<file path="config.mk">
export PLATFORM = sky130hd
export DESIGN_NAME = segre_mem_arbiter
export DESIGN_NICKNAME = d
export VERILOG_FILES = /design/src/rtl/segre_pkg.sv /design/src/rtl/segre_arb_starve_counter.sv /design/src/rtl/segre_mem_arbiter.sv
export SDC_FILE = /design/constraint.sdc
export NUM_CORES = 1
export LEC_CHECK = 0
export BUFFER_PORTS_ARGS = -buffer_cell sky130_fd_sc_hd__buf_2
export CAP_MARGIN = 10
export CORE_AREA = 2 2 293 295
export CTS_BUF_LIST = sky130_fd_sc_hd__clkbuf_4 sky130_fd_sc_hd__clkbuf_8
export DETAILED_ROUTE_END_ITERATION = 16
export DIE_AREA = 0 0 295 297
export PLACE_DENSITY_LB_ADDON = 0.05
export SLEW_MARGIN = 25
export SYNTH_ARGS = -nofsm -noshare
export SYNTH_HDL_FRONTEND = slang
export SYNTH_HIERARCHICAL = 1
export SYNTH_SLANG_ARGS = --single-unit
</file>
<file path="constraint.sdc">
create_clock -name clk_i -period 2 [get_ports clk_i]
set_input_delay 0.3 -clock clk_i [delete_from_list [all_inputs] [get_ports clk_i]]
set_output_delay 0.3 -clock clk_i [all_outputs]
set_load 0.005 [all_outputs]
</file>
<file path="src/rtl/segre_pkg.sv">
`default_nettype none
// ============================================================================
// segre_pkg: shared types and constants for the segre memory arbiter
// Revision: 1.0
// ============================================================================
package segre_pkg;

  typedef enum logic [1:0] {
    ARB_IDLE  = 2'd0,
    ARB_ISSUE = 2'd1,
    ARB_WAIT  = 2'd2,
    ARB_RESP  = 2'd3
  } mem_arb_state_e;

  localparam logic MEM_ARB_IC = 1'b0;
  localparam logic MEM_ARB_DC = 1'b1;

  // IC has fixed priority unless the starvation counter forces a waiting DC through.
  function automatic logic pick_owner(input logic force_dc, input logic ic_req, input logic dc_req);
    if (force_dc && dc_req) return MEM_ARB_DC;
    if (ic_req) return MEM_ARB_IC;
    return MEM_ARB_DC;
  endfunction

endpackage
`default_nettype wire

</file>
<file path="src/rtl/segre_arb_starve_counter.sv">
`default_nettype none
// ============================================================================
// segre_arb_starve_counter: counts consecutive IC wins over a waiting DC
// Revision: 1.0
// ============================================================================
module segre_arb_starve_counter #(
  parameter int STARVE_LIMIT = 4
) (
  input  logic clk,
  input  logic rst,
  input  logic arb_en,
  input  logic ic_won,
  input  logic dc_req,
  output logic force_dc
);

  localparam int CNT_W = $clog2(STARVE_LIMIT + 1);
  localparam logic [CNT_W-1:0] LIMIT = CNT_W'(STARVE_LIMIT);

  logic [CNT_W-1:0] count;

  always_ff @(posedge clk) begin
    if (rst) begin
      count <= '0;
    end else if (arb_en) begin
      if (ic_won && dc_req) begin
        if (count != LIMIT) count <= count + CNT_W'(1);
      end else begin
        count <= '0;
      end
    end
  end

  assign force_dc = (count == LIMIT);

endmodule
`default_nettype wire

</file>
<file path="src/rtl/segre_mem_arbiter.sv">
`default_nettype none
// ============================================================================
// segre_mem_arbiter: shares one main-memory port between IC refill and DC refill/writeback
// Revision: 1.0
// ============================================================================
module segre_mem_arbiter
  import segre_pkg::*;
#(
  parameter int ADDR_W       = 32,
  parameter int LINE_W       = 128,
  parameter int STARVE_LIMIT = 4
) (
  input  logic              clk_i,
  input  logic              rst_i,
  input  logic              ic_req_i,
  input  logic [ADDR_W-1:0] ic_addr_i,
  output logic              ic_gnt_o,
  output logic              ic_rvalid_o,
  output logic [LINE_W-1:0] ic_rdata_o,
  input  logic              dc_req_i,
  input  logic              dc_we_i,
  input  logic [ADDR_W-1:0] dc_addr_i,
  input  logic [LINE_W-1:0] dc_wdata_i,
  output logic              dc_gnt_o,
  output logic              dc_rvalid_o,
  output logic [LINE_W-1:0] dc_rdata_o,
  output logic              mem_req_o,
  output logic              mem_we_o,
  output logic [ADDR_W-1:0] mem_addr_o,
  output logic [LINE_W-1:0] mem_wdata_o,
  input  logic              mem_rvalid_i,
  input  logic [LINE_W-1:0] mem_rdata_i,
  output logic              sel_mem_req_o,
  output logic              busy_o
);

  mem_arb_state_e    state, state_next;
  logic              owner;
  logic              win_owner;
  logic              ic_won;
  logic              arb_en;
  logic              force_dc;
  logic              issue;
  logic              we_q;
  logic [ADDR_W-1:0] addr_q;
  logic [LINE_W-1:0] wdata_q;
  logic [LINE_W-1:0] ic_rdata_q;
  logic [LINE_W-1:0] dc_rdata_q;

  assign win_owner = pick_owner(force_dc, ic_req_i, dc_req_i);
  assign ic_won    = (win_owner == MEM_ARB_IC);

  segre_arb_starve_counter #(
    .STARVE_LIMIT(STARVE_LIMIT)
  ) u_starve (
    .clk      (clk_i),
    .rst      (rst_i),
    .arb_en   (arb_en),
    .ic_won   (ic_won),
    .dc_req   (dc_req_i),
    .force_dc (force_dc)
  );

  always_ff @(posedge clk_i) begin
    if (rst_i) state <= ARB_IDLE;
    else       state <= state_next;
  end

  always_comb begin
    state_next  = state;
    arb_en      = 1'b0;
    ic_gnt_o    = 1'b0;
    dc_gnt_o    = 1'b0;
    ic_rvalid_o = 1'b0;
    dc_rvalid_o = 1'b0;
    case (state)
      ARB_IDLE: begin
        if (ic_req_i || dc_req_i) begin
          arb_en     = 1'b1;
          state_next = ARB_ISSUE;
        end
      end
      ARB_ISSUE: begin
        ic_gnt_o   = (owner == MEM_ARB_IC);
        dc_gnt_o   = (owner == MEM_ARB_DC);
        state_next = ARB_WAIT;
      end
      ARB_WAIT: begin
        if (mem_rvalid_i) state_next = ARB_RESP;
      end
      ARB_RESP: begin
        ic_rvalid_o = (owner == MEM_ARB_IC);
        dc_rvalid_o = (owner == MEM_ARB_DC);
        state_next  = ARB_IDLE;
      end
      default: state_next = ARB_IDLE;
    endcase
  end

  // Request fields are frozen at arbitration; later input changes are ignored.
  always_ff @(posedge clk_i) begin
    if (rst_i) begin
      owner      <= MEM_ARB_IC;
      we_q       <= 1'b0;
      addr_q     <= '0;
      wdata_q    <= '0;
      ic_rdata_q <= '0;
      dc_rdata_q <= '0;
    end else begin
      if (arb_en) begin
        owner   <= win_owner;
        we_q    <= (win_owner == MEM_ARB_DC) && dc_we_i;
        addr_q  <= (win_owner == MEM_ARB_DC) ? dc_addr_i : ic_addr_i;
        wdata_q <= (win_owner == MEM_ARB_DC) ? dc_wdata_i : '0;
      end
      if ((state == ARB_WAIT) && mem_rvalid_i) begin
        if (owner == MEM_ARB_DC) dc_rdata_q <= mem_rdata_i;
        else                     ic_rdata_q <= mem_rdata_i;
      end
    end
  end

  assign issue         = (state == ARB_ISSUE);
  assign mem_req_o     = issue;
  assign mem_we_o      = issue & we_q;
  assign mem_addr_o    = issue ? addr_q : '0;
  assign mem_wdata_o   = issue ? wdata_q : '0;
  assign ic_rdata_o    = ic_rdata_q;
  assign dc_rdata_o    = dc_rdata_q;
  assign busy_o        = (state != ARB_IDLE);
  assign sel_mem_req_o = busy_o & owner;

endmodule
`default_nettype wire

</file>
After elaboration in Yosys (flattened, before gate mapping)
Cells that the tools add are included.
{ "op_classes": {"n_eq_ne": 8, "reduce_logical": 11, "n_mux": 22, "n_addsub": 1, "n_bitwise": 4} }
{ "ops": {"columns": ["cell", "count"], "rows": [
  ["$mux W128", 2],
  ["$mux W32", 2],
  ["$mux W1", 13],
  ["$pmux W2 S4", 1],
  ["$reduce_and A2 Y1", 4],
  ["$mux W3", 2],
  ["$ne A2 B2 Y1 const B", 3],
  ["$eq A2 B2 Y1 const B", 2],
  ["$logic_and A1 B1 Y1", 4],
  ["$mux W2", 2],
  ["$add A3 B1 Y3 const B", 1],
  ["$eq A3 B3 Y1 const B", 1],
  ["$ne A3 B3 Y1 const B", 1],
  ["$and A1 B1 Y1", 2],
  ["$eq A2 B1 Y1 const B", 1],
  ["$logic_not A2 Y1", 1],
  ["$not A1 Y1", 2],
  ["$reduce_bool A2 Y1", 1],
  ["$logic_or A1 B1 Y1", 1]
]} }
{ "word_totals": {"elab_cells": 54, "out_inout_bits": 424, "ff_bits": 423, "input_bits": 326} }

Depth between registers and ports, before layout
Gate-level depths: netlist of run 1.
{ "depth": {"word_depth": 10, "mapped_depth": 12, "mapped_depth_nobuf": 9} }

Hierarchy
Netlist of run 1, hierarchy kept.
{ "by_module_without_submodules": {"columns": ["module", "instances", "cells_each", "area_each_um2", "seq_area_each_um2"], "rows": [
  ["segre_mem_arbiter", 1, 2105, 16766.1, 8408.1],
  ["segre_arb_starve_counter", 1, 22, 177.7, 60.1]
]} }

Worst setup path before layout of run 1
OpenSTA, ideal clock, no wires.
{ "synth_timing": {"path_type": "reg2reg", "startpoint": "register u_starve.count[0]", "endpoint": "register u_starve.count[2]", "path_stages_with_launch": 13, "arrival_time_ns": 1.706, "n_path_buf": 3, "slack_ns": 0.215, "required_ns": 1.921, "cell_sequence": "dfxtp_1 -> inv_1 -> ha_1 -> nand2_1 -> inv_1 -> buf_2 -> a21bo_1 -> buf_6 -> clkinv_4 -> buf_6 -> and2_1 -> o21ai_1 -> a211oi_2"} }
{ "synth_via": {"elab_chain_len": 8, "word_cells_on_any_way": 12} }
{ "synth_lines": {"columns": ["element", "line", "source"], "rows": [
  ["start: declaration", "segre_arb_starve_counter.sv:20", "logic [CNT_W-1:0] count;"],
  ["start signal: assignment", "segre_arb_starve_counter.sv:27", "if (count != LIMIT) count <= count + CNT_W'(1);"],
  ["$eq A3 B3 Y1 *", "segre_arb_starve_counter.sv:34", "assign force_dc = (count == LIMIT);"],
  ["named net force_dc", "segre_mem_arbiter.sv:42", "logic force_dc;"],
  ["$logic_and A1 B1 Y1 *", "segre_pkg.sv:20", "if (force_dc && dc_req) return MEM_ARB_DC;"],
  ["$mux W1 *", "segre_pkg.sv:20", null],
  ["$mux W1 *", "segre_pkg.sv:21", "if (ic_req) return MEM_ARB_IC;"],
  ["$not A1 Y1 *", "segre_mem_arbiter.sv:51", "assign ic_won = (win_owner == MEM_ARB_IC);"],
  ["named net ic_won", "segre_mem_arbiter.sv:40", "logic ic_won;"],
  ["$logic_and A1 B1 Y1 *", "segre_arb_starve_counter.sv:26", "if (ic_won && dc_req) begin"],
  ["$ne A2 B2 Y1 (no source line)", null, null],
  ["$reduce_and A2 Y1 (no source line)", null, null]
]} }
Mark *: on every way through the listed nets, which the timed path passes. The rest lies on a longest branch. The select of a mux whose other input is x is not followed.
A chain may end at the register's enable or synchronous reset.

Worst setup path after layout of run 1
{ "layout_timing": {"startpoint": "register state[1]", "endpoint": "output port mem_addr_o[6]"} }
{ "layout_via": {"elab_chain_len": 2} }
{ "layout_lines": {"columns": ["element", "line", "source"], "rows": [
  ["start: declaration", "segre_mem_arbiter.sv:37", "mem_arb_state_e state, state_next;"],
  ["start signal: assignment", "segre_mem_arbiter.sv:66", "else state <= state_next;"],
  ["$eq A2 B1 Y1", "segre_mem_arbiter.sv:123", "assign issue = (state == ARB_ISSUE);"],
  ["$mux W32", "segre_mem_arbiter.sv:126", "assign mem_addr_o = issue ? addr_q : '0;"],
  ["end: declaration", "segre_mem_arbiter.sv:29", "output logic [ADDR_W-1:0] mem_addr_o,"]
]} }
Every way passes these cells.

==> impl_results.md, run 1 <==
- Status: complete, but fails checks
- Failing checks: negative setup slack
- Clk_skew: roughly 30 ps
- Clock buffer depth: 3
- Pwr Density: 1013 nW/µm²
- M1 WL: 33.94 mm
- Core area: 84480 µm²
- Fin nets: 3526
- Startpoint type of the worst setup path: flop
- Final setup fails: 159
- Total Wirelength: 83.99 mm
- Initial antenna violation count: 9
- IR Drop Worst-Case VDD: 469.4 µV
- Synth Area in Compound Gates: 0.2150
- Clock transition at the registers of the reported paths: about 60 ps
- Hold Fails Final Rpt: 0
- Initial Util: 0.2006
- Max Cap Viol: 0
- FMAX: 454.5 MHz
- Register area share after synthesis: 0.4998
- Reg-to-Reg Start: u_starve/count[0]
- Mapped Cells: 2127
- Cell Area, Synth: 16940 µm²
- Avg Synthesized Cell Area: 7.966 µm²
- DR WL/cell: 19.01 µm
- Final core utilization: 0.3463
- Routability congestion estimate: about 0.82
- Crit Path Class: reg2out
- Tmin final: 2200 ps
- WL met3: 5.802 mm
- Clock Latency Late Sink: 690 ps
- Flops & latches, synth: 423
- Clock sinks: 423
- Worst Tran Pin Value: around 680 ps
- Syn nets: 2460
- Critical path origin: state[1]
- CP endpoint kind: output port
- CP max FO: 9
- R2r setup slk: 10 ps
- Total Power: 29.65 mW
- Netlist cell types: 32
- Largest net degree at the start of global routing: 123
- First-pass GRT wire length: 121.8 mm
- IO buf count: 749
- Final setup margin: -200.2 ps
- Endpoint, Worst Hold: wdata_q[89]
- Vias per cell: 4.366
- Simple-Gate Fraction of Synth Area: 0.2229
- Die ar.: 87620 µm²
- Post-DRT Antenna Nets: 0
- Highest routed layer: met5
- Die width: roughly 300 µm
- Unrepaired setup endpoints after global routing: yes
- I/O pins: 750
- CTS tree: done
- Core Rows: 107
- GRT Overall Usage: 0.1804
- # fillers: between 9k and 10k
- GRT overflow: 0
- Met2 wire length: 40.71 mm
- Finished Layout Cells: 4419
- Vias in the first global route: roughly 19k
- Ratio of cells with drive above 1 in the final layout: 0.3565
- # H-tree levels: 3
- Most common cell after layout, fill and taps aside: nand2_1
- Worst Hold Path Cells: 2
- RR Endpoint: wdata_q[82]
- Cell total after placement: 3891
- Commonest cells after routing, fill and taps aside: nand2_1 (676), buf_2 (635), a21oi_1 (422), dfxtp_1 (420), dlygate4sd3_1 (321)
- Post-Synth XOR/XNOR Area: 0
- Pleak: 12.27 nW
- Relative slew slack: 0.5498
- WP data required: 1700 ps
- Post-synthesis mux area share: 0.0005908
- Via count: 19.29k
- Drt pass-1 iters: 7
- Iter 0 DRT Violations: around 880
- HP Start: rst_i
- Root Driver: clkbuf_8
- Die height: 297 µm
- P&R area growth vs syn: 72.65%
- Worst slack, placed: 33.76 ps
- Largest family of logic cells by synthesized area: simple AND/OR/NAND/NOR gates
- Final period util: 1.100
- Residual DRC count: 0
- Total CTS buffers: 87
- Critical Path AT: ~1900 ps
- R2R depth: 8
- Post-Synth Adder-Cell Area: 0.005169
- Slew Viols, Final: 0
- Min-delay worst type: in2reg
- DP HPWL: around 56 mm
- Synth Warn #: 6
-- metrics by stage --
stage / TNS (ps) / hold WS, ps / cell area [µm²]
5_1_grt: -41450 / 21.95 / 29250
3_3_place_gp: 0 / 434.8 / 22420
3_5_place_dp: 0 / 440.4 / 22420
4_1_cts: -40160 / 3.280 / 28340
2_1_floorplan: 0 / 364.6 / 16940
6_report: -23050 / 62.38 / 29250
-- power by group --
group          switching, mW  total (mW)  internal, mW
sequential             0.426        9.66          9.24
clock                   4.24        10.0          5.78
combinational           5.23        9.96          4.74
-- critical path, cell delays in order, from the launching register on --
cell	delay, ps
dfxtp_4	350
inv_4	60
ha_4	190
buf_12	190
clkbuf_16	190
and2_4	150
buf_6	80
-- flip-flops by register name (all words and copies together), names as in the netlist --
signal / flops
ic_rdata_o: 128
dc_rdata_o: 128
addr_q: 32
u_starve/count: 3
we_q: 1
owner: 1
state: 2
wdata_q: 128
-- per-layer routing --
metal	track usage	up-vias
met4	0.07714	2
met3	0.05335	172
met2	0.3099	663
met1	0.2065	9114
li1	-	9343
met5	0	-
-- how the worst max path moves through the flow --
| stage | endpoint | slack, ps | cells past startpoint |
|---|---|---|---|
| after floorplan | u_starve/count[2] | 210 | 12 |
| after global placement | u_starve/count[0] | 30 | 9 |
| after detailed placement | u_starve/count[1] | 30 | 9 |
| after CTS | mem_wdata_o[47] | -280 | 6 |
| after global routing | mem_wdata_o[85] | -310 | 6 |
| final | mem_addr_o[6] | -200 | 6 |
-- synth_stat cells, drive strengths merged --
master   count  share of area
and2       164          0.061
o21a         1        0.00044
nand3b       1        0.00044
nand2b       2        0.00074
clkinv       1        0.00052
dfxtp      423           0.50
and3         1        0.00037
ha           7         0.0052
o2111ai    129          0.067
clkbuf     110          0.024
nor2        33         0.0073
a21boi       1        0.00044
nand3        1        0.00030
and4         1        0.00052
inv         10         0.0022
or3b         1        0.00052
nand2      676           0.15
a211oi      33          0.020
and3b        1        0.00052
nand4        2        0.00074
a21bo        1        0.00059
o211ai       1        0.00044
buf         97          0.029
a21oi      422           0.12
nor2b        3         0.0011
mux2i        1        0.00059
o21ai        4         0.0018
-- cell families after synthesis --
family                   count (synthesis)
multiplexers                             1
adder cells (fa/ha/maj)                  7
flip-flops                             423
buffers and inverters                  218
AO/OA/AOI/OAI                          592
AND/OR/NAND/NOR                        886
-- area by class of cell --
cell class,instances,area [µm²],area share
Multi-Input combinational cell,1486,7859,0.2686
Clock buffer,146,1784,0.06099
Antenna cell,10,25.02,0.0008554
Sequential cell,423,8477,0.2898
Clock inverter,15,143.9,0.004919
Timing Repair Buffer,1184,9464,0.3235
Inverter,11,68.82,0.002352
Tap cell,1144,1431,0.04893
-- what timing repair did --
action                                  in CTS  in global routing
endpoints found under the setup margin     167                286
hold endpoints to repair                   417                  0
gates resized for setup                    127                160
gates cloned                                 3                  8
pin swaps                                   32                 38
buffers inserted                            21                  9
hold buffers                               321                  0
(Power assumes the default switching activity.)
==> run 2, diff against run 1 <==
--- a/config.mk
+++ b/config.mk
@@ -9,6 +9,7 @@
 export CAP_MARGIN = 10
 export CORE_AREA = 2 2 293 295
 export CTS_BUF_LIST = sky130_fd_sc_hd__clkbuf_4 sky130_fd_sc_hd__clkbuf_8
+export CTS_CLUSTER_SIZE = 14
 export DETAILED_ROUTE_END_ITERATION = 16
 export DIE_AREA = 0 0 295 297
 export PLACE_DENSITY_LB_ADDON = 0.05
==> constraint.sdc (replaced) <==
create_clock -name clk_i -period 2.21 [get_ports clk_i]
set_input_delay 0.3315 -clock clk_i [delete_from_list [all_inputs] [get_ports clk_i]]
set_output_delay 0.3315 -clock clk_i [all_outputs]
set_load 0.005 [all_outputs]
==> impl_results.md, run 2 (synthesis gave the netlist of run 1 again) <==
- Residual DRC count: 0 (unchanged)
- Total negative setup slack: -146.4 ps (was -23050 ps)
- HP Start: mem_rvalid_i (was rst_i)
- Die ar.: 87620 µm² (unchanged)
- Min Hold Slack: 143.7 ps (was 62.38 ps)
- DR WL/cell: 19.23 µm (was 19.01 µm)
- Total Wirelength: 84.64 mm (was 83.99 mm)
- Min-delay worst type: in2reg (unchanged)
- # H-tree levels: 3 (unchanged)
- Max incr delay on CP: 360 ps (was 350 ps)
- CP endpoint kind: output port (unchanged)
- Grt met3 use: 0.05409 (was 0.05335)
- Logic pwr share: 0.326 (was 0.336)
- Most Used Layer, Global Route: met2 (unchanged)
- Clock transition at the registers of the reported paths: 60 ps (about the same)
- First-pass GRT wire length: 124.0 mm (was 121.8 mm)
- Most common cell after layout, fill and taps aside: nand2_1 (unchanged)
- Core area: 84480 µm² (unchanged)
- Crit Path Class: reg2out (unchanged)
- Met2 GRT Util: 0.3148 (was 0.3099)
- Die height: 297 µm (unchanged)
- Failing checks: negative setup slack (unchanged)
- Worst path cell trace: inv_4 -> ha_4 -> buf_12 -> clkbuf_16 -> and2_1 -> buf_2 (was inv_4 -> ha_4 -> buf_12 -> clkbuf_16 -> and2_4 -> buf_6)
- Die width: 295 µm (unchanged)
- DP HPWL: 56.80 mm (was 56.47 mm)
- Initial Util: 0.2006 (unchanged)
- Via count: 19.21k (was 19.29k)
- Unrepaired setup endpoints after global routing: yes (unchanged)
- Final setup margin: -24.22 ps (was -200.2 ps)
- Clock sinks: 423 (unchanged)
- FMAX: 447.6 MHz
- Initial antenna violation count: 10 (was 9)
- Clock share of power: 0.341 (was 0.338)
- CTS tree: done (unchanged)
- Ratio of cells with drive above 1 in the final layout: 0.3417 (was 0.3565)
- Power share of the sequential group: 0.333 (was 0.326)
- IO buf count: 749 (unchanged)
- P&R area growth vs syn: 69.10% (was 72.65%)
- # fillers: 8986 (was 9076)
- Vias per cell: 4.365 (was 4.366)
- Finished Layout Cells: 4402 (was 4419)
- IR Drop Worst-Case VDD: 477.1 µV (was 469.4 µV)
- Vias in the first global route: 19.29k (was 19.41k)
- Int Power: 17.32 mW (was 19.75 mW)
- Critical Path AT: 1900 ps (about the same)
- Clock Latency Late Sink: 700 ps (was 690 ps)
- Final period util: 1.011
- Pleak: 12.07 nW (was 12.27 nW)
- Core Rows: 107 (unchanged)
- NetSw: 8.908 mW (was 9.896 mW)
- Post-DRT Antenna Nets: 0 (unchanged)
- Iter 0 DRT Violations: 915 (was 883)
- Reg-to-Reg Start: u_starve/count[0] (unchanged)
- Critical path origin: state[1] (unchanged)
- Root Driver: clkbuf_8 (unchanged)
- Pwr Density: 915.3 nW/µm² (was 1013 nW/µm²)
- Status: complete, but fails checks (unchanged)
- Slew Viols, Final: 0 (unchanged)
- GRT overflow: 0 (unchanged)
- CP max stage cell: dfxtp_2 (was dfxtp_4)
- Clock buffer depth: 3 (unchanged)
- Clk_skew: 40.98 ps (was 30.38 ps)
- Fin nets: 3514 (was 3526)
- I/O pins: 750 (unchanged)
- Commonest cells after routing, fill and taps aside: nand2_1 (676), buf_2 (666), a21oi_1 (422), dfxtp_1 (421), dlygate4sd3_1 (327) (was nand2_1 (676), buf_2 (635), a21oi_1 (422), dfxtp_1 (420), dlygate4sd3_1 (321))
- CP max FO: 9 (unchanged)
- Switching Fraction: 0.3397 (was 0.3338)
- GRT Overall Usage: 0.1847 (was 0.1804)
- Routability congestion estimate: 0.8174 (was 0.8175)
- WP data required: 1880 ps (was 1700 ps)
- Total CTS buffers: 88 (was 87)
- Startpoint type of the worst setup path: flop (unchanged)
- Final setup fails: 16 (was 159)
- Hold Fails Final Rpt: 0 (unchanged)
- Relative slew slack: 0.5249 (was 0.5498)
- Worst Tran Pin Value: 712.7 ps (was 675.3 ps)
- Max Cap Viol: 0 (unchanged)
- Cell total after placement: 3876 (was 3891)
- Final core utilization: 0.3392 (was 0.3463)
- Tmin final: 2234 ps
- Placed Area: 22150 µm² (was 22420 µm²)
- Largest net degree at the start of global routing: 125 (was 123)
- Met1 Use GR: 0.2146 (was 0.2065)
- Drt pass-1 iters: 5 (was 7)
- Design area: 28650 µm² (was 29250 µm²)
==> run 2: changes by cell type in the layout (fill, tap and decap cells not counted), sizes merged, moves of 2 or more <==
| cell | previous run | this run |
|---|---|---|
| buf | 854 | 837 |
| clkbuf | 153 | 147 |
| dlygate4sd3 | 321 | 327 |
| clkinvlp | 3 | 1 |
==> run 2: repair_timing <==
item	in CTS	in global routing
gates cloned	8	7
pin swaps	10	1
setup buffers	15	2
gates resized for setup	66	126
endpoints found under the hold margin	418	0
endpoints found under the setup margin	166	191
hold buffers	327	0
==> run 2: worst paths after layout <==
| check | end | slack (ps) | cells after the start |
|---|---|---|---|
| worst min register to register | wdata_q[50] | 440 | 2 |
| worst min-delay path | state[1] | 140 | 4 |
| worst max-delay path | mem_wdata_o[66] | -20 | 6 |
| worst max register to register | wdata_q[3] | 130 | 8 |
==> run 2: power by group through the flow <==
| stage | clock, mW | combinational, mW | sequential (mW) |
|---|---|---|---|
| 3_5_place_dp | 0 | 6.17 | 8.87 |
| 3_3_place_gp | 0 | 6.13 | 8.85 |
| 6_report | 8.95 | 8.55 | 8.73 |
| 5_1_grt | 9.71 | 9.20 | 8.81 |
| 4_1_cts | 9.36 | 8.17 | 8.72 |
| 2_1_floorplan | 0 | 3.25 | 8.79 |
==> run 2: per-layer routing <==
metal | vias up | part of all wire | routed length [µm]
met2 | 649 | 0.49 | 41190
met3 | 161 | 0.074 | 6251
met4 | 2 | 0.038 | 3184
met1 | 9085 | 0.40 | 34000
li1 | 9316 | - | -
met5 | - | 0.00015 | 13
==> run 2: area by class of cell <==
type                    count  area [µm²]  area share
diodes                     10       25.02   0.0008734
clock buffers             144        1782     0.06219
clock inverters            13       107.6    0.003756
inverters                  11       53.80    0.001878
multi-input cells        1487        7767      0.2711
flip-flops and latches    423        8473      0.2957
well taps                1144        1431     0.04996
repair buffers           1170        9011      0.3145
==> run 2: stage by stage <==
stage | setup slack (ps) | total power, mW
finish | -24.22 | 26.23
global route | -125.9 | 27.72
CTS | -155.0 | 26.26
detailed placement | 299.2 | 15.04
global placement | 339.8 | 14.99
floorplan | 422.4 | 12.04
==> run 2: critical path, delay by kind of cell, from the launching register on <==
family | cells | cell delay (ps)
and+or+nand+nor | 1 | 160
buffers and inverters | 4 | 530
DFF | 1 | 360
adders and majority gates | 1 | 170
